$ cat src/rtl/riscv_defs.sv
// rtl/riscv_defs.sv - shared definitions for the instruction-fetch slice
// Contents: fetch_state_t (BOOT/FETCH/DRAIN) and the default reset vector.
package riscv_defs;

    typedef enum logic [1:0] {
        BOOT  = 2'd0,
        FETCH = 2'd1,
        DRAIN = 2'd2
    } fetch_state_t;

    localparam logic [31:0] DEF_RESET_VECTOR = 32'h0000_0000;

endpackage

$ cat src/rtl/fetch_sequencer_if.sv
// rtl/fetch_sequencer_if.sv - instruction-memory request/response port
// Signals: req/addr (fetch request), gnt (request accepted),
//          rvalid/rdata (in-order response).
// Modports: master = fetch side, slave = memory side.
interface fetch_sequencer_if #(
    parameter int NB_ADDR = 32,
    parameter int NB_WORD = 32
) ();

    logic               req;
    logic [NB_ADDR-1:0] addr;
    logic               gnt;
    logic               rvalid;
    logic [NB_WORD-1:0] rdata;

    modport master (
        output req,
        output addr,
        input  gnt,
        input  rvalid,
        input  rdata
    );

    modport slave (
        input  req,
        input  addr,
        output gnt,
        output rvalid,
        output rdata
    );

endinterface

$ cat src/rtl/fetch_fifo.sv
// rtl/fetch_fifo.sv - small synchronous FIFO with clear and occupancy count
// Ports: i_clock, i_reset (async, active-low), i_push/i_data, i_pop,
//        i_clear (drops all entries), o_data (head entry), o_count.
module fetch_fifo #(
    parameter  int WIDTH = 32,
    parameter  int DEPTH = 2,
    localparam int PW    = (DEPTH > 1) ? $clog2(DEPTH) : 1,
    localparam int CW    = $clog2(DEPTH + 1)
) (
    input  logic             i_clock,
    input  logic             i_reset,
    input  logic             i_push,
    input  logic [WIDTH-1:0] i_data,
    input  logic             i_pop,
    input  logic             i_clear,
    output logic [WIDTH-1:0] o_data,
    output logic [CW-1:0]    o_count
);

    logic [WIDTH-1:0] r_mem [DEPTH];
    logic [PW-1:0]    r_wr_ptr;
    logic [PW-1:0]    r_rd_ptr;
    logic [CW-1:0]    r_count;
    logic             w_pop;

    function automatic logic [PW-1:0] ptr_inc(input logic [PW-1:0] p);
        return (p == PW'(DEPTH - 1)) ? '0 : p + PW'(1);
    endfunction

    // A pop on an empty FIFO is ignored so the pointers never run ahead.
    assign w_pop = i_pop && (r_count != '0);

    always_ff @(posedge i_clock or negedge i_reset) begin
        if (!i_reset) begin
            for (int i = 0; i < DEPTH; i++) begin
                r_mem[i] <= '0;
            end
            r_wr_ptr <= '0;
            r_rd_ptr <= '0;
            r_count  <= '0;
        end else if (i_clear) begin
            r_wr_ptr <= '0;
            r_rd_ptr <= '0;
            r_count  <= '0;
        end else begin
            if (i_push) begin
                r_mem[r_wr_ptr] <= i_data;
                r_wr_ptr        <= ptr_inc(r_wr_ptr);
            end
            if (w_pop) begin
                r_rd_ptr <= ptr_inc(r_rd_ptr);
            end
            case ({i_push, w_pop})
                2'b10:   r_count <= r_count + CW'(1);
                2'b01:   r_count <= r_count - CW'(1);
                default: r_count <= r_count;
            endcase
        end
    end

    assign o_data  = r_mem[r_rd_ptr];
    assign o_count = r_count;

endmodule

$ cat src/rtl/fetch_sequencer.sv
// rtl/fetch_sequencer.sv - RV32I instruction-fetch controller
// Ports: i_clock, i_reset (async, active-low);
//        i_branch_taken/i_branch_addr (PC redirect);
//        imem (master side of fetch_sequencer_if);
//        o_if_valid/o_if_instruction/o_if_pc/o_if_pc_next, i_if_ready (to decode);
//        o_misaligned (one-cycle pulse for a redirect target with addr[1:0] != 0).
module fetch_sequencer
    import riscv_defs::*;
#(
    parameter int                 NB_ADDR         = 32,
    parameter int                 NB_WORD         = 32,
    parameter logic [NB_ADDR-1:0] RESET_VECTOR    = DEF_RESET_VECTOR,
    parameter int                 MAX_OUTSTANDING = 2
) (
    input  logic               i_clock,
    input  logic               i_reset,
    input  logic               i_branch_taken,
    input  logic [NB_ADDR-1:0] i_branch_addr,
    fetch_sequencer_if.master  imem,
    output logic               o_if_valid,
    output logic [NB_WORD-1:0] o_if_instruction,
    output logic [NB_ADDR-1:0] o_if_pc,
    output logic [NB_ADDR-1:0] o_if_pc_next,
    input  logic               i_if_ready,
    output logic               o_misaligned
);

    localparam int CW     = $clog2(MAX_OUTSTANDING + 1);
    localparam int NB_BUF = NB_ADDR + NB_WORD;

    fetch_state_t       r_state;
    fetch_state_t       w_state_nxt;
    logic [NB_ADDR-1:0] r_pc;
    logic [CW-1:0]      r_drop_cnt;
    logic [CW-1:0]      w_drop_nxt;
    logic               r_misaligned;

    logic               w_redirect;
    logic               w_req;
    logic               w_issue;
    logic               w_resp_keep;
    logic               w_buf_pop;
    logic [CW-1:0]      w_outstanding;
    logic [CW-1:0]      w_buf_cnt;
    logic [CW:0]        w_occupancy;
    logic [NB_ADDR-1:0] w_tag;
    logic [NB_BUF-1:0]  w_buf_data;

    // A redirect during BOOT is ignored.
    assign w_redirect  = i_branch_taken && (r_state != BOOT);
    assign w_issue     = w_req && imem.gnt;
    // Every in-flight request and every buffered instruction holds a buffer slot,
    // so a returning response always finds room.
    assign w_occupancy = {1'b0, w_outstanding} + {1'b0, w_buf_cnt};
    assign w_resp_keep = imem.rvalid && (r_drop_cnt == '0) && !w_redirect;
    assign o_if_valid  = (w_buf_cnt != '0) && !w_redirect;
    assign w_buf_pop   = o_if_valid && i_if_ready;

    // Tag queue: its occupancy is exactly the number of outstanding requests.
    fetch_fifo #(
        .WIDTH (NB_ADDR),
        .DEPTH (MAX_OUTSTANDING)
    ) u_tag_queue (
        .i_clock (i_clock),
        .i_reset (i_reset),
        .i_push  (w_issue),
        .i_data  (r_pc),
        .i_pop   (imem.rvalid),
        .i_clear (1'b0),
        .o_data  (w_tag),
        .o_count (w_outstanding)
    );

    fetch_fifo #(
        .WIDTH (NB_BUF),
        .DEPTH (MAX_OUTSTANDING)
    ) u_out_buf (
        .i_clock (i_clock),
        .i_reset (i_reset),
        .i_push  (w_resp_keep),
        .i_data  ({w_tag, imem.rdata}),
        .i_pop   (w_buf_pop),
        .i_clear (w_redirect),
        .o_data  (w_buf_data),
        .o_count (w_buf_cnt)
    );

    // Responses still in flight at a redirect are stale; one arriving in the
    // redirect cycle itself is already accounted for by subtracting rvalid.
    always_comb begin
        w_drop_nxt = r_drop_cnt;
        if (w_redirect) begin
            w_drop_nxt = w_outstanding - CW'(imem.rvalid);
        end else if (imem.rvalid && (r_drop_cnt != '0)) begin
            w_drop_nxt = r_drop_cnt - CW'(1);
        end
    end

    always_ff @(posedge i_clock or negedge i_reset) begin
        if (!i_reset) begin
            r_state <= BOOT;
        end else begin
            r_state <= w_state_nxt;
        end
    end

    always_comb begin
        w_state_nxt = r_state;
        case (r_state)
            BOOT:    w_state_nxt = FETCH;
            FETCH:   if (w_redirect && (w_drop_nxt != '0)) w_state_nxt = DRAIN;
            DRAIN:   if (w_drop_nxt == '0) w_state_nxt = FETCH;
            default: w_state_nxt = BOOT;
        endcase
    end

    always_comb begin
        w_req = 1'b0;
        if (r_state != BOOT) begin
            w_req = !i_branch_taken && (w_occupancy < (CW + 1)'(MAX_OUTSTANDING));
        end
    end

    always_ff @(posedge i_clock or negedge i_reset) begin
        if (!i_reset) begin
            r_pc         <= RESET_VECTOR;
            r_drop_cnt   <= '0;
            r_misaligned <= 1'b0;
        end else begin
            r_drop_cnt   <= w_drop_nxt;
            r_misaligned <= w_redirect && (i_branch_addr[1:0] != 2'b00);
            if (w_redirect) begin
                r_pc <= {i_branch_addr[NB_ADDR-1:2], 2'b00};
            end else if (w_issue) begin
                r_pc <= r_pc + NB_ADDR'(4);
            end
        end
    end

    assign imem.req     = w_req;
    assign imem.addr    = r_pc;
    assign o_misaligned = r_misaligned;

    assign {o_if_pc, o_if_instruction} = w_buf_data;
    assign o_if_pc_next = o_if_pc + NB_ADDR'(4);

endmodule

$ cat src/flat_wrapper.sv
// flat-port wrapper written by rule: the top's interface ports become plain ports
module fetch_sequencer_flat import riscv_defs::*;
#(
    parameter int                 NB_ADDR         = 32,
    parameter int                 NB_WORD         = 32,
    parameter logic [NB_ADDR-1:0] RESET_VECTOR    = DEF_RESET_VECTOR,
    parameter int                 MAX_OUTSTANDING = 2
)
  (i_clock, i_reset, i_branch_taken, i_branch_addr, o_if_valid, o_if_instruction, o_if_pc, o_if_pc_next, i_if_ready, o_misaligned, imem_req, imem_addr, imem_gnt, imem_rvalid, imem_rdata);
  fetch_sequencer_if #(.NB_ADDR(NB_ADDR), .NB_WORD(NB_WORD)) imem_i ();
  input  logic i_clock;
  input  logic i_reset;
  input  logic i_branch_taken;
  input  logic [NB_ADDR-1:0] i_branch_addr;
  output logic o_if_valid;
  output logic [NB_WORD-1:0] o_if_instruction;
  output logic [NB_ADDR-1:0] o_if_pc;
  output logic [NB_ADDR-1:0] o_if_pc_next;
  input  logic i_if_ready;
  output logic o_misaligned;
  output wire logic [$bits(imem_i.req)-1:0] imem_req;
  output wire logic [$bits(imem_i.addr)-1:0] imem_addr;
  input wire logic [$bits(imem_i.gnt)-1:0] imem_gnt;
  input wire logic [$bits(imem_i.rvalid)-1:0] imem_rvalid;
  input wire logic [$bits(imem_i.rdata)-1:0] imem_rdata;
  assign imem_req = imem_i.req;
  assign imem_addr = imem_i.addr;
  assign imem_i.gnt = imem_gnt;
  assign imem_i.rvalid = imem_rvalid;
  assign imem_i.rdata = imem_rdata;
  fetch_sequencer #(.NB_ADDR(NB_ADDR), .NB_WORD(NB_WORD), .RESET_VECTOR(RESET_VECTOR), .MAX_OUTSTANDING(MAX_OUTSTANDING)) u_core (.i_clock(i_clock), .i_reset(i_reset), .i_branch_taken(i_branch_taken), .i_branch_addr(i_branch_addr), .imem(imem_i), .o_if_valid(o_if_valid), .o_if_instruction(o_if_instruction), .o_if_pc(o_if_pc), .o_if_pc_next(o_if_pc_next), .i_if_ready(i_if_ready), .o_misaligned(o_misaligned));
endmodule
$ cat config.mk
export PLATFORM = sky130hd
export DESIGN_NAME = fetch_sequencer_flat
export DESIGN_NICKNAME = d
export VERILOG_FILES = /design/src/rtl/riscv_defs.sv /design/src/rtl/fetch_sequencer_if.sv /design/src/rtl/fetch_fifo.sv /design/src/rtl/fetch_sequencer.sv /design/src/flat_wrapper.sv
export SDC_FILE = /design/constraint.sdc
export NUM_CORES = 1
export LEC_CHECK = 0
export ABC_AREA = 1
export CORE_UTILIZATION = 50
export CTS_BUF_LIST = sky130_fd_sc_hd__clkbuf_2
export CTS_CLUSTER_DIAMETER = 120
export CTS_CLUSTER_SIZE = 10
export DETAILED_ROUTE_END_ITERATION = 8
export PLACE_DENSITY = 0.85
export SYNTH_ARGS = -nofsm -noshare
export SYNTH_HDL_FRONTEND = slang
export SYNTH_SLANG_ARGS = --single-unit
$ cat constraint.sdc
create_clock -name i_clock -period 2.29 [get_ports i_clock]
set_clock_uncertainty 0.2 [all_clocks]
set_input_delay 0.229 -clock i_clock [delete_from_list [all_inputs] [get_ports i_clock]]
set_output_delay 0.229 -clock i_clock [all_outputs]
set_load 0.02 [all_outputs]
Word level (Yosys, flattened, before mapping). Index checks and enable logic that the tools add are counted.

Logic and storage cells: 110. Output and inout port bits: 131. Input bits: 70. Register bits after elaboration: 237.

Reduce and logical (&&, ||, !) cells: 32. Bitwise logic cells: 5. Order comparisons: 7. Muxes and demuxes: 31. Add/subtract/negate cells: 13. Eq/ne operators: 8.

Operators by type and width (count): two-way mux 64 bit (4); two-way mux 32 bit (6); bitwise mux 128 bit (1); adder 32 x 3 -> 32 bit (second input constant) (2); bitwise mux 64 bit (1); demux 64 bit (select 1 bit) (1); demux 32 bit (select 1 bit) (1); nonzero test 2 bit (10); logical AND 1 bit (14); two-way mux 2 bit (5); two-way mux 1 bit (9); greater-or-equal comparator 2 bit (second input constant) (4); NOT 1 -> 2 bit (4); one-hot mux 2 bit (2 select lines) (2); equality test 2 x 1 -> 1 bit (second input constant) (3); equality test 2 bit (second input constant) (3); logical NOT 2 bit (3); one-hot mux 2 bit (3 select lines) (1); subtractor 2 x 1 -> 2 bit (second input constant) (3); adder 1 bit (second input constant) (4); adder 2 x 1 -> 2 bit (second input constant) (2); less-than comparator 2 x 1 -> 1 bit (second input constant) (2); inequality test 2 x 1 -> 1 bit (second input constant) (2); AND reduction 2 bit (2); 6 further kinds (7).

Logic depth before layout (Yosys ltp).
Depth after elaboration: 9. Mapped depth: 13.

Modules after synthesis. Synthesis repeated with hierarchy kept, for this count alone.

Cell total of the unflattened synthesis: 1675. Area total of the unflattened synthesis: 12263.0 um^2.

Modules (own cells, without submodules): fetch_fifo (u_core.u_out_buf) (times used 1, cells each 715, sequential area each 3303.2 um^2, area an instance 5700.5 um^2); fetch_sequencer (times used 1, cells each 587, sequential area each 875.8 um^2, area an instance 3460.8 um^2); fetch_fifo (u_core.u_tag_queue) (times used 1, cells each 373, sequential area each 1701.6 um^2, area an instance 3101.7 um^2).

Least setup slack after synthesis. No wires, ideal clock.

Path type: reg-to-reg. Start point: reg u_core.u_tag_queue.r_count[0] (netlist: u_core.u_tag_queue.o_count[0]). End point: reg u_core.u_tag_queue.r_count[1] (netlist: u_core.u_tag_queue.o_count[1]). Cell stages (with the launch flop): 12. Required time: 1.965 ns. Period minus slack after synthesis: 2.454 ns. Slack: -0.164 ns. Arrival: 2.129 ns. Cell sequence: dfrtp_1 > nand2_1 > inv_1 > fa_1 > nor2_1 > nand2_1 > nor2_4 > nand2_2 > ha_1 > a21oi_1 > o21ai_0 > xnor2_1.

Word-level cells in the longest chain between the ends: 7. Elaborated cells between the ends (all ways): 13.

RTL lines: start, declared (RTL line fetch_fifo.sv:23) `logic [CW-1:0] r_count;`; start signal, assigned (RTL line fetch_fifo.sv:54) `2'b10: r_count <= r_count + CW'(1);`; start signal, assigned (RTL line fetch_fifo.sv:55) `2'b01: r_count <= r_count - CW'(1);`; start signal, assigned (RTL line fetch_fifo.sv:56) `default: r_count <= r_count;`; adder 2 x 2 -> 3 bit * (RTL line fetch_sequencer.sv:54) `assign w_occupancy = {1'b0, w_outstanding} + {1'b0, w_buf_cnt};`; less-than comparator 3 x 2 -> 1 bit * (RTL line fetch_sequencer.sv:120) `w_req = !i_branch_taken && (w_occupancy < (CW + 1)'(MAX_OUTSTANDING));`; logical AND 1 bit * (RTL line fetch_sequencer.sv:120); two-way mux 1 bit * (RTL line fetch_sequencer.sv:119) `if (r_state != BOOT) begin`; named net imem_req (RTL line flat_wrapper.sv:21) `output wire logic [$bits(imem_i.req)-1:0] imem_req;`; logical AND 1 bit * (RTL line fetch_sequencer.sv:51) `assign w_issue = w_req && imem.gnt;`; equality test 2 x 1 -> 1 bit or equality test 2 bit (tied branches) (RTL line fetch_fifo.sv:53) `case ({i_push, w_pop})`; one-hot mux 2 bit (2 select lines) or nonzero test 2 bit (tied branches).

Mark *: on every way through the listed nets, which the timed path passes. The rest lies on a longest branch. A chain may end at the register's enable or synchronous reset.

Worst setup path in the final report.
Start point: reg u_core.u_out_buf.r_rd_ptr. End point: out o_if_pc_next[24].

Word-level cells in the longest chain between the ends: 5.

RTL lines: start, declared (RTL line fetch_fifo.sv:22) `logic [PW-1:0] r_rd_ptr;`; start signal, assigned (RTL line fetch_fifo.sv:51) `r_rd_ptr <= ptr_inc(r_rd_ptr);`; NOT 1 -> 2 bit (implied by the code) (RTL line fetch_fifo.sv:61) `assign o_data = r_mem[r_rd_ptr];`; two-way mux 64 bit (implied by the code) (3 in series) (RTL line fetch_fifo.sv:61); adder 32 x 3 -> 32 bit (RTL line fetch_sequencer.sv:145) `assign o_if_pc_next = o_if_pc + NB_ADDR'(4);`; end, declared (RTL line flat_wrapper.sv:18) `output logic [NB_ADDR-1:0] o_if_pc_next;`.

Every way passes these cells. The select of a mux whose other input is x is not followed.

==> qor.txt <==
Most common cell after layout, fill and taps aside -> nand2_1
Critical Path Fanout Max -> 5
Mapped Avg Cell Area -> 7.066 um2
Kind of critical path -> reg -> out
Tmin final -> 3.127 ns
Hold_sp -> i_branch_taken
Setup TNS Final -> -62.73 ns
Final Wtd Congestion -> 0.9428
Setup ws final -> -0.8373 ns
Post-DP HPWL -> 24640 um
Most frequent cells in the layout -> nand2_1 (650), dfrtp_1 (222), o21ai_0 (176)
Global route overflow -> 0
CP Launch Point -> u_core.u_out_buf.r_rd_ptr
Pleak -> 0.008543 uW
First-pass GRT wire length -> 59010 um
Pwr Density -> 1449 nW/um2
Share of layout cells above drive strength 1 -> 21.01%
Non-Filler Instances -> 2448
Synth Register Bits -> 227
Synthesis-to-layout area growth -> 38.57%
Total CTS buffers -> 26
Period utilization -> 136.6%
Clock slew seen by the registers of the worst setup and hold paths -> 0.21 ns
Root buffer cell -> clkbuf_2
Die area -> 25390 um2
Die Y -> 159.4 um
Max IR drop VDD -> 0.9057 mV
Sink Count -> 227
Area contributors post-synth -> dfrtp_1 (46%), nand2_1 (21%), o21ai_0 (7.5%)
Antenna viol nets, final -> 0
Endpoints failing hold -> 0
Effective utilization at floorplan -> 50.90%
Vias/cell -> 5.277
R2R Setup Slk -> -0.35 ns
H-Tree Level Count -> 1
Hold Slack -> 0.1703 ns
Logic pwr share -> 63.2%
RSZ-0062 raised after global routing -> true
Yosys top cell area share -> 45.89%
Net Switching -> 11960 uW
Syn Inst Count -> 1752
Violations in the final reports -> negative setup slack
Yosys cell types -> 35
Nature of the critical path endpoint -> output pin
Worst Path Required -> 1.86 ns
Min-delay worst type -> in -> reg
CTS tree -> done
Die Span X -> 159.4 um
Slew margin rel. -> 50.47%
Max Freq -> 0.3198 GHz
Wirelength per Cell -> 15.88 um
Worst path arrival time -> 2.70 ns
Max-slew violation count -> 0
I/O Pins -> 201
Worst setup endpoint -> o_if_pc_next[24]
Drt drc -> 0
Flop pwr share -> 29.8%
Pint -> 12890 uW
Layout Nets -> 2198
Via count -> 12.92k
Detailed Route Iter0 Violations -> 1253
Clock Path Buffers -> 3
DP Cell Count -> 2302
Switch share -> 48.11%
Synth Cell Area -> 12380 um2
Vias in the first global route -> 12.09k
Worst setup SP type -> register
Yosys warns -> 0
Max-cap check violation count -> 0
Total GRT Usage -> 28.39%
R2R cell count -> 14
Register area share after synthesis -> 45.89%
Port bufs -> 194
Largest net degree at the start of global routing -> 77
Worst Max-Slew Pin Slew -> 0.7419 ns
Final setup violation count -> 218
Critical R2R Capture -> u_core.u_tag_queue.r_mem[29]
Clk pwr share -> 7.0%
RR Startpoint -> u_core.u_tag_queue.o_count[0]
Final wirelength -> 38860 um
Clk_lat worst skew -> 0.88 ns
Synth area leader -> dfrtp_1
Core footprint -> 24320 um2
Outcome -> finished, violations left
Row cnt -> 57
Initial antenna violation count -> 1
DRT Pass-1 Iters -> 7
## area by class of cell
type | instances | area [um2]
clock inverter | 2 | 35.03
timing repair buffer | 419 | 4145
fill | 1865 | 7166
sequential | 227 | 5687
antenna | 1 | 2.502
tap | 324 | 405.4
inverter | 171 | 651.9
clock buffer | 27 | 135.1
multi-input combinational | 1277 | 6092
## registers in the layout, indices dropped and copies added, names as in the netlist
signal / cells
u_core.u_tag_queue.r_mem: 60
u_core.u_out_buf.r_wr_ptr: 1
u_core.r_drop_cnt: 2
u_core.u_tag_queue.r_wr_ptr: 1
u_core.u_tag_queue.r_rd_ptr: 1
u_core.r_state: 2
u_core.u_out_buf.o_count: 2
u_core.o_misaligned: 1
u_core.u_tag_queue.o_count: 2
u_core.imem.addr: 30
u_core.u_out_buf.r_mem: 124
u_core.u_out_buf.r_rd_ptr: 1
## per-stage QoR
step	worst slack, ns	utilization [%]	power (uW)	cell area, um2
2_1_floorplan	-0.06195	-	14900	12460
3_3_place_gp	-0.3395	63.09	20810	15340
3_5_place_dp	-0.3953	63.09	21190	15340
4_1_cts	-0.8705	67.77	23360	16480
5_1_grt	-0.9861	70.54	26440	17150
6_report	-0.8373	70.54	24850	17150
## metal layers
layer / GRT usage, % / wire [um] / share of wire [%] / vias up
met5: 0 / 0 / 0 / -
met4: 9.659 / 1188 / 3.1 / 0
met3: 3.855 / 2988 / 7.7 / 106
met2: 47.41 / 19140 / 49 / 648
met1: 38.13 / 15550 / 40 / 6043
li1: - / - / - / 6122
## kinds of logic after synthesis
logic type                 Yosys count  share of synthesized area, %
DFF                                227                         45.89
xor gates and xnor gates            22                         1.556
and+or+nand+nor                   1013                         33.53
other                                1                       0.03029
AOI/OAI and AO/OA                  230                         9.470
buffers and inverters              253                         8.864
adders and majority gates            6                        0.6671
## what timing repair did
action	in CTS	in global routing
setup endpoints to repair	216	279
setup buffers	15	20
hold endpoints to repair	327	0
gates cloned	2	11
resized for setup	330	221
pin swaps	29	18
hold buffers	71	0
## worst min path at each step
stage	slack, ns	cells after the start	endpoint
finish	0.17	6	u_core.imem.addr[3]
global route	0.20	6	u_core.imem.addr[3]
CTS	0.07	6	u_core.imem.addr[3]
detailed placement	0.04	1	u_core.r_state[1]
global placement	0.03	1	u_core.r_state[1]
floorplan	-0.27	0	u_core.imem.addr[10]
## power by group through the flow
stage                     Sequential, uW  Combinational, uW  Clock [uW]
final                               7410              15700        1730
after global placement              7290              13500           0
after floorplan                     7270               7630           0
after global routing                7590              16900        1910
after CTS                           7290              14300        1750
after detailed placement            7370              13800           0
## synthesized netlist by cell type (all sizes together)
library cell / count
xor2: 16
fa: 1
a211oi: 1
buf: 56
a31oi: 2
o211ai: 3
ha: 5
and2: 1
nor2: 200
nand2: 736
nand3: 65
inv: 171
clkbuf: 26
nand4: 8
xnor2: 6
a22oi: 1
o21a: 1
a21oi: 30
nor3: 1
o21ai: 192
conb: 1
nand3b: 2
dfrtp: 227
## critical path: stages, from the launching register on
cell and delay [ns]:
dfrtp_2 0.50, buf_6 0.15, buf_16 0.12, o21ai_4 0.15, ha_4 0.18, nand2_2 0.07
nor2_4 0.17, buf_12 0.12, nand3_1 0.07, nand2_1 0.10, nand2_2 0.07, buf_6 0.13
Power figures use the tool's default switching activity.
